$ cat src/rtl/tx_pkg.sv
`default_nettype none
// +----------------------------------------------------------------------------+
// | tx_pkg : shared constants and types for the TX bit serializer slice        |
// | Rev 1.0                                                                    |
// +----------------------------------------------------------------------------+
package tx_pkg;

  localparam int         TX_DATA_W_DFLT = 8;
  localparam logic [6:0] TX_SCR_SEED    = 7'h7F;
  localparam int         TX_SCR_TAP_A   = 6;
  localparam int         TX_SCR_TAP_B   = 3;

  typedef logic [6:0] scr_state_t;

endpackage : tx_pkg
`default_nettype wire

$ cat src/rtl/tx_scrambler.sv
`default_nettype none
// +----------------------------------------------------------------------------+
// | tx_scrambler : additive x^7+x^4+1 scrambler, advances only when enabled    |
// | Rev 1.0                                                                    |
// +----------------------------------------------------------------------------+
module tx_scrambler
  import tx_pkg::*;
(
  input  logic clk,
  input  logic rst,
  input  logic adv_i,
  input  logic raw_i,
  output logic scr_o
);

  scr_state_t state_q;
  scr_state_t state_d;
  logic       w_fb;

  assign w_fb  = state_q[TX_SCR_TAP_A] ^ state_q[TX_SCR_TAP_B];
  assign scr_o = raw_i ^ w_fb;

  always_comb begin
    state_d = state_q;
    if (adv_i) begin
      state_d = {state_q[5:0], w_fb};
    end
  end

  always_ff @(posedge clk) begin
    if (rst) begin
      state_q <= TX_SCR_SEED;
    end else begin
      state_q <= state_d;
    end
  end

endmodule : tx_scrambler
`default_nettype wire

$ cat src/rtl/tx_bit_serializer.sv
`default_nettype none
// +----------------------------------------------------------------------------+
// | tx_bit_serializer : word-to-bit serializer feeding the BPSK mapper         |
// | Optional scrambler on emitted bits when TX_SCRAMBLE_EN is defined.         |
// | Rev 1.0                                                                    |
// +----------------------------------------------------------------------------+
module tx_bit_serializer
  import tx_pkg::*;
#(
  parameter int DATA_W    = TX_DATA_W_DFLT,
  parameter int SYM_DIV   = 4,
  parameter bit MSB_FIRST = 1'b1
) (
  input  logic              clk,
  input  logic              rst,
  input  logic [DATA_W-1:0] s_data,
  input  logic              s_valid,
  output logic              s_ready,
  output logic              bit_out,
  output logic              bit_valid,
  output logic              underrun,
  output logic              busy
);

  localparam int               CNT_W    = $clog2(DATA_W + 1);
  localparam int               DIV_W    = (SYM_DIV > 1) ? $clog2(SYM_DIV) : 1;
  localparam logic [DIV_W-1:0] DIV_LAST = DIV_W'(SYM_DIV - 1);
  localparam logic [CNT_W-1:0] CNT_FULL = CNT_W'(DATA_W);

  logic [DIV_W-1:0]  div_cnt_q,   div_cnt_d;
  logic [DATA_W-1:0] hold_q,      hold_d;
  logic              hold_full_q, hold_full_d;
  logic [DATA_W-1:0] shift_q,     shift_d;
  logic [CNT_W-1:0]  shift_cnt_q, shift_cnt_d;
  logic              bit_out_q,   bit_out_d;
  logic              bit_valid_q, bit_valid_d;
  logic              underrun_q,  underrun_d;

  logic w_tick;
  logic w_emit;
  logic w_xfer;
  logic w_accept;
  logic w_raw_bit;
  logic w_tx_bit;

  assign w_tick    = (div_cnt_q == DIV_LAST);
  assign w_emit    = w_tick && (shift_cnt_q != '0);
  // Reload on the same tick that drains the last bit keeps back-to-back words gapless.
  assign w_xfer    = hold_full_q &&
                     ((shift_cnt_q == '0) || (w_tick && (shift_cnt_q == CNT_W'(1))));
  assign w_accept  = s_valid && !hold_full_q;
  assign w_raw_bit = MSB_FIRST ? shift_q[DATA_W-1] : shift_q[0];

`ifdef TX_SCRAMBLE_EN
  tx_scrambler u_scrambler (
    .clk   (clk),
    .rst   (rst),
    .adv_i (w_emit),
    .raw_i (w_raw_bit),
    .scr_o (w_tx_bit)
  );
`else
  assign w_tx_bit = w_raw_bit;
`endif

  always_comb begin
    div_cnt_d   = w_tick ? '0 : div_cnt_q + DIV_W'(1);
    hold_d      = hold_q;
    hold_full_d = hold_full_q;
    shift_d     = shift_q;
    shift_cnt_d = shift_cnt_q;
    bit_out_d   = bit_out_q;
    bit_valid_d = 1'b0;
    underrun_d  = w_tick && (shift_cnt_q == '0);

    if (w_accept) begin
      hold_d      = s_data;
      hold_full_d = 1'b1;
    end

    if (w_emit) begin
      bit_out_d   = w_tx_bit;
      bit_valid_d = 1'b1;
      shift_d     = MSB_FIRST ? {shift_q[DATA_W-2:0], 1'b0} : {1'b0, shift_q[DATA_W-1:1]};
      shift_cnt_d = shift_cnt_q - CNT_W'(1);
    end

    if (w_xfer) begin
      shift_d     = hold_q;
      shift_cnt_d = CNT_FULL;
      hold_full_d = 1'b0;
    end
  end

  always_ff @(posedge clk) begin
    if (rst) begin
      div_cnt_q   <= '0;
      hold_full_q <= 1'b0;
      shift_cnt_q <= '0;
      bit_out_q   <= 1'b0;
      bit_valid_q <= 1'b0;
      underrun_q  <= 1'b0;
    end else begin
      div_cnt_q   <= div_cnt_d;
      hold_full_q <= hold_full_d;
      shift_cnt_q <= shift_cnt_d;
      bit_out_q   <= bit_out_d;
      bit_valid_q <= bit_valid_d;
      underrun_q  <= underrun_d;
    end
  end

  // Data registers carry no reset; their contents are qualified by the counters.
  always_ff @(posedge clk) begin
    hold_q  <= hold_d;
    shift_q <= shift_d;
  end

  assign s_ready   = !hold_full_q;
  assign bit_out   = bit_out_q;
  assign bit_valid = bit_valid_q;
  assign underrun  = underrun_q;
  assign busy      = (shift_cnt_q != '0) || hold_full_q;

endmodule : tx_bit_serializer
`default_nettype wire

$ cat config.mk
export PLATFORM = sky130hd
export DESIGN_NAME = tx_bit_serializer
export DESIGN_NICKNAME = d
export VERILOG_FILES = /design/src/rtl/tx_pkg.sv /design/src/rtl/tx_scrambler.sv /design/src/rtl/tx_bit_serializer.sv
export SDC_FILE = /design/constraint.sdc
export NUM_CORES = 1
export LEC_CHECK = 0
export CAP_MARGIN = 15
export CELL_PAD_IN_SITES_DETAIL_PLACEMENT = 1
export CELL_PAD_IN_SITES_GLOBAL_PLACEMENT = 1
export CORE_MARGIN = 4
export CORE_UTILIZATION = 48
export CTS_BUF_LIST = sky130_fd_sc_hd__clkbuf_8
export DETAILED_ROUTE_END_ITERATION = 6
export PLACE_DENSITY_LB_ADDON = 0.1
export SLEW_MARGIN = 30
export SYNTH_ARGS = -nofsm -noshare
export SYNTH_HDL_FRONTEND = slang
export SYNTH_SLANG_ARGS = --single-unit
$ cat constraint.sdc
create_clock -name clk -period 4.9 [get_ports clk]
set_clock_uncertainty 0.15 [all_clocks]
set_input_delay 0.49 -clock clk [delete_from_list [all_inputs] [get_ports clk]]
set_output_delay 0.49 -clock clk [all_outputs]
set_load 0.05 [all_outputs]
==> results.txt <==
- After floorplanning, the core was sized to cover 0.00202 mm^2.
* Buffers inserted during post-CTS setup optimization: 0
- Dividing the detail-routed via count by the number of cells gives 5.19.
* Slew of the pin with the lowest slew margin: 0.826 ns
- After floorplanning, the core was divided into 16 placement rows.
* Kind of start point of the critical path: flop
* Die ar.: around 0.0030 mm^2
* Overall global routing resource usage: 15.4%
- Hold path endpoint: div_cnt_q[0]
- The count of final max-slew check failures came to 0.
- The startpoint identified for the worst register-to-register timing path is div_cnt_q[0].
* Tcrit/Tclk final: between 60 and 70%
* Post-DRT Antenna Nets: 0
- Port Buf Inserts: 15
- Share of the yosys chip area belonging to registers: 64.2%
- Depth of the CTS H-tree: 1
- Number of setup violations in the final report: 0
* Synthesis-stage register bit count: 26
* Antenna violations before repair: 0
- Number of placed cells counting well taps: 115
- Die outline height: 55.0 um
* Result of the run: completed
- The clock network is responsible for 26.2% of the overall power.
- TritonCTS built the clock tree.
* Final core occ: 62.7%
- After technology mapping, the gate count stands at 76.
* Area of the mapped netlist: 0.00106 mm^2
* Top library cells by usage in the layout, fill and taps aside: edfxtp_1, clkdlybuf4s50_1, dfxtp_1, mux2_4
* Cell variety after synth: 27
- Beginning of the worst hold path: div_cnt_q[0]
- Setup slack at placement: 2.23 ns
- At the worst endpoint, the arrival time is around 2.4 ns.
- Across the run, the number of max-cap violations was 0.
- Placer congestion estimate: about 0.75
* Top fanout value on the critical path: 6
- The first TritonRoute pass finished after 4 iterations.
* Nets: between 100 and 150
* Number of hold-slack violations in the final timing report: 0
- Wire length per cell: 15.6 um
- Final hold analysis gives a worst-case slack of 0.296 ns.
- The analysis attributes to cell leakage a power of 0.469 nW.
- Clock root buffer: clkbuf_8
- Synthesis produced a netlist with a net count of 90.
- Data on the critical path is required at its endpoint by 4.26 ns.
- Dividing total power by cell area gives a power density of 353 mW/mm^2.
* Total number of vias: between 600 and 700
- The worst register-to-register path ends at shift_q[0].
* Fraction of power consumed by combinational cells: 16.0%
- Fin worst setup slack: 1.87 ns
- Count of non-filler cells in the finished layout: 119
- The repair_antennas step left the layout with diodes totalling 0.
* Net switching power: around 0.11 mW
- After layout, the minimum clock period comes to between 3 and 4 ns.
- Maximum vdd drop: 0.000281 V
- The worst pin sits at a relative slew slack of 44.4%.
- For this run, the number of Yosys warnings is 0.
* Global route total overflow: 0
- The number of global-route vias before repair was 661.
- No sink is reached through more buffers than the 2 on the longest clock path.
* CTS hold repair buffers: 0
* Pint: 0.342 mW
- Number of clock sinks: 26
- Sequential cells account for 57.9% of the total power.
- CTS clk-pin slew, worst paths: 0.08 ns
- After legalization and detailed placement, the total HPWL measured 1390 um.
- The multi-input combinational cells in the finished layout cover a total of 344 um^2.
* Largest net degree at the start of global routing: 15
* Count of routing violations after the opening detailed-route iteration: 5
- After synthesis, the mean cell area works out to approximately 14 um^2.
- The setup check on the worst reg-to-reg path leaves a slack of ~2.3 ns.
* Effective utilization at floorplan: 52.4%
* Switching power share of the total: 23.7%
- Nature of the critical path endpoint: output port
- DRC Markers: 0
* Sum of routed wire length over all layers: approximately 1900 um
- Setup repair after global routing left no endpoint under its margin.
- Highest clock frequency the design can meet: between 0.3 and 0.4 GHz
- Area of all sequential standard cells: 681 um^2
- In the final layout, the share of cells above drive strength 1 is 15.2%.
* TritonCTS Buffers: 3
- Hold Crit Depth: 1
* FILL cells: roughly 200
- R2R depth: 4
* Path class of the lowest-slack min-delay path: reg2reg
- Area growth syn-to-layout: 19.7%
- In this run the count of I/O pins placed on the die edge is 16.
- Worst Setup Path Type: reg2out
- Wire length of the first global-routing pass: between 3000 and 4000 um
- The clock reaches the later pin of the worst-skew pair after 0.26 ns.
- Final-layout setup total negative slack: 0 ns
- Leaving out fill and tap cells, the most frequent cell in the layout is edfxtp_1.
* Chip Width: 55.0 um
- Gates resized, CTS repair: 0
-- power by group through the flow --
stage | clock network (mW) | logic [mW] | registers, mW
after floorplan | 0 | 0.0498 | 0.264
after global routing | 0.134 | 0.0773 | 0.262
after global placement | 0 | 0.0695 | 0.264
after CTS | 0.122 | 0.0722 | 0.260
final | 0.117 | 0.0715 | 0.259
after detailed placement | 0 | 0.0714 | 0.265
-- state kept, by name (all words and copies together), names as in the netlist --
signal,cells
shift_q,8
shift_cnt_q,4
underrun,1
hold_q,8
bit_out,1
div_cnt_q,2
hold_full_q,1
bit_valid,1
-- layer usage --
layer  part of all wire, %  up-vias  global-route usage, %
met5                     0        -                      0
met2                    49       16                   25.0
met3                   3.6        4                   3.49
li1                      -      310                      -
met4                   1.5        0                   6.07
met1                    46      288                   19.9
-- through the flow --
stage	area (um^2)	power, mW
detailed placement	1220	0.336
finish	1270	0.448
CTS	1270	0.454
floorplan	1060	0.313
global placement	1220	0.333
global route	1270	0.473
-- cell usage after synthesis --
cell	instances	share of area, %
dfxtp_1	10	19
edfxtp_1	16	45
nand2b_1	1	0.59
nor3_1	3	1.4
a2111oi_2	1	1.4
and2_1	1	0.59
mux2i_1	1	0.94
mux2_4	7	9.9
a21oi_1	5	2.4
nor2_1	5	1.8
buf_2	1	0.47
nor4b_1	1	0.83
nor3b_1	2	1.4
o21ai_0	3	1.4
a211oi_1	1	0.71
clkbuf_1	1	0.35
nand2_1	2	0.71
or3b_2	1	0.83
or4_1	1	0.71
buf_6	1	1.1
inv_2	1	0.35
nand3_1	2	0.94
nor4_1	1	0.59
and4b_1	1	0.94
and2b_2	1	0.83
inv_1	3	1.1
ha_1	3	3.5
-- worst max-delay path: stages, from the launching register on --
cell and delay (ns):
dfxtp_1 0.34, inv_1 0.08, ha_1 0.25, nor3b_1 0.58, nand2_1 0.14, clkdlybuf4s50_1 0.73
-- cell families after synthesis --
| family | after synthesis | share of synthesized area [%] |
|---|---|---|
| AO/OA/AOI/OAI | 10 | 5.90 |
| flip-flops | 26 | 64.2 |
| multiplexers | 8 | 10.9 |
| adder cells (fa/ha/maj) | 3 | 3.54 |
| buffers and inverters | 7 | 3.30 |
| AND/OR/NAND/NOR | 22 | 12.2 |
-- worst max-delay path by stage --
stage              startpoint         end  slack (ns)
3_3_place_gp     div_cnt_q[0]  shift_q[7]        2.31
5_1_grt        shift_cnt_q[0]        busy        1.69
2_1_floorplan  shift_cnt_q[0]  shift_q[0]        2.85
3_5_place_dp   shift_cnt_q[0]        busy        2.23
6_report       shift_cnt_q[0]        busy        1.87
4_1_cts        shift_cnt_q[0]        busy        1.91
-- layout make-up --
cell class / count / share of cell area, %
Sequential cell: 26 / 53.6
Timing Repair Buffer: 15 / 11.8
Clock buffer: 3 / 3.25
Clock inverter: 1 / 0.296
Tap cell: 27 / 2.66
Multi-Input combinational cell: 43 / 27.1
Inverter: 4 / 1.18
(Power assumes the default switching activity.)
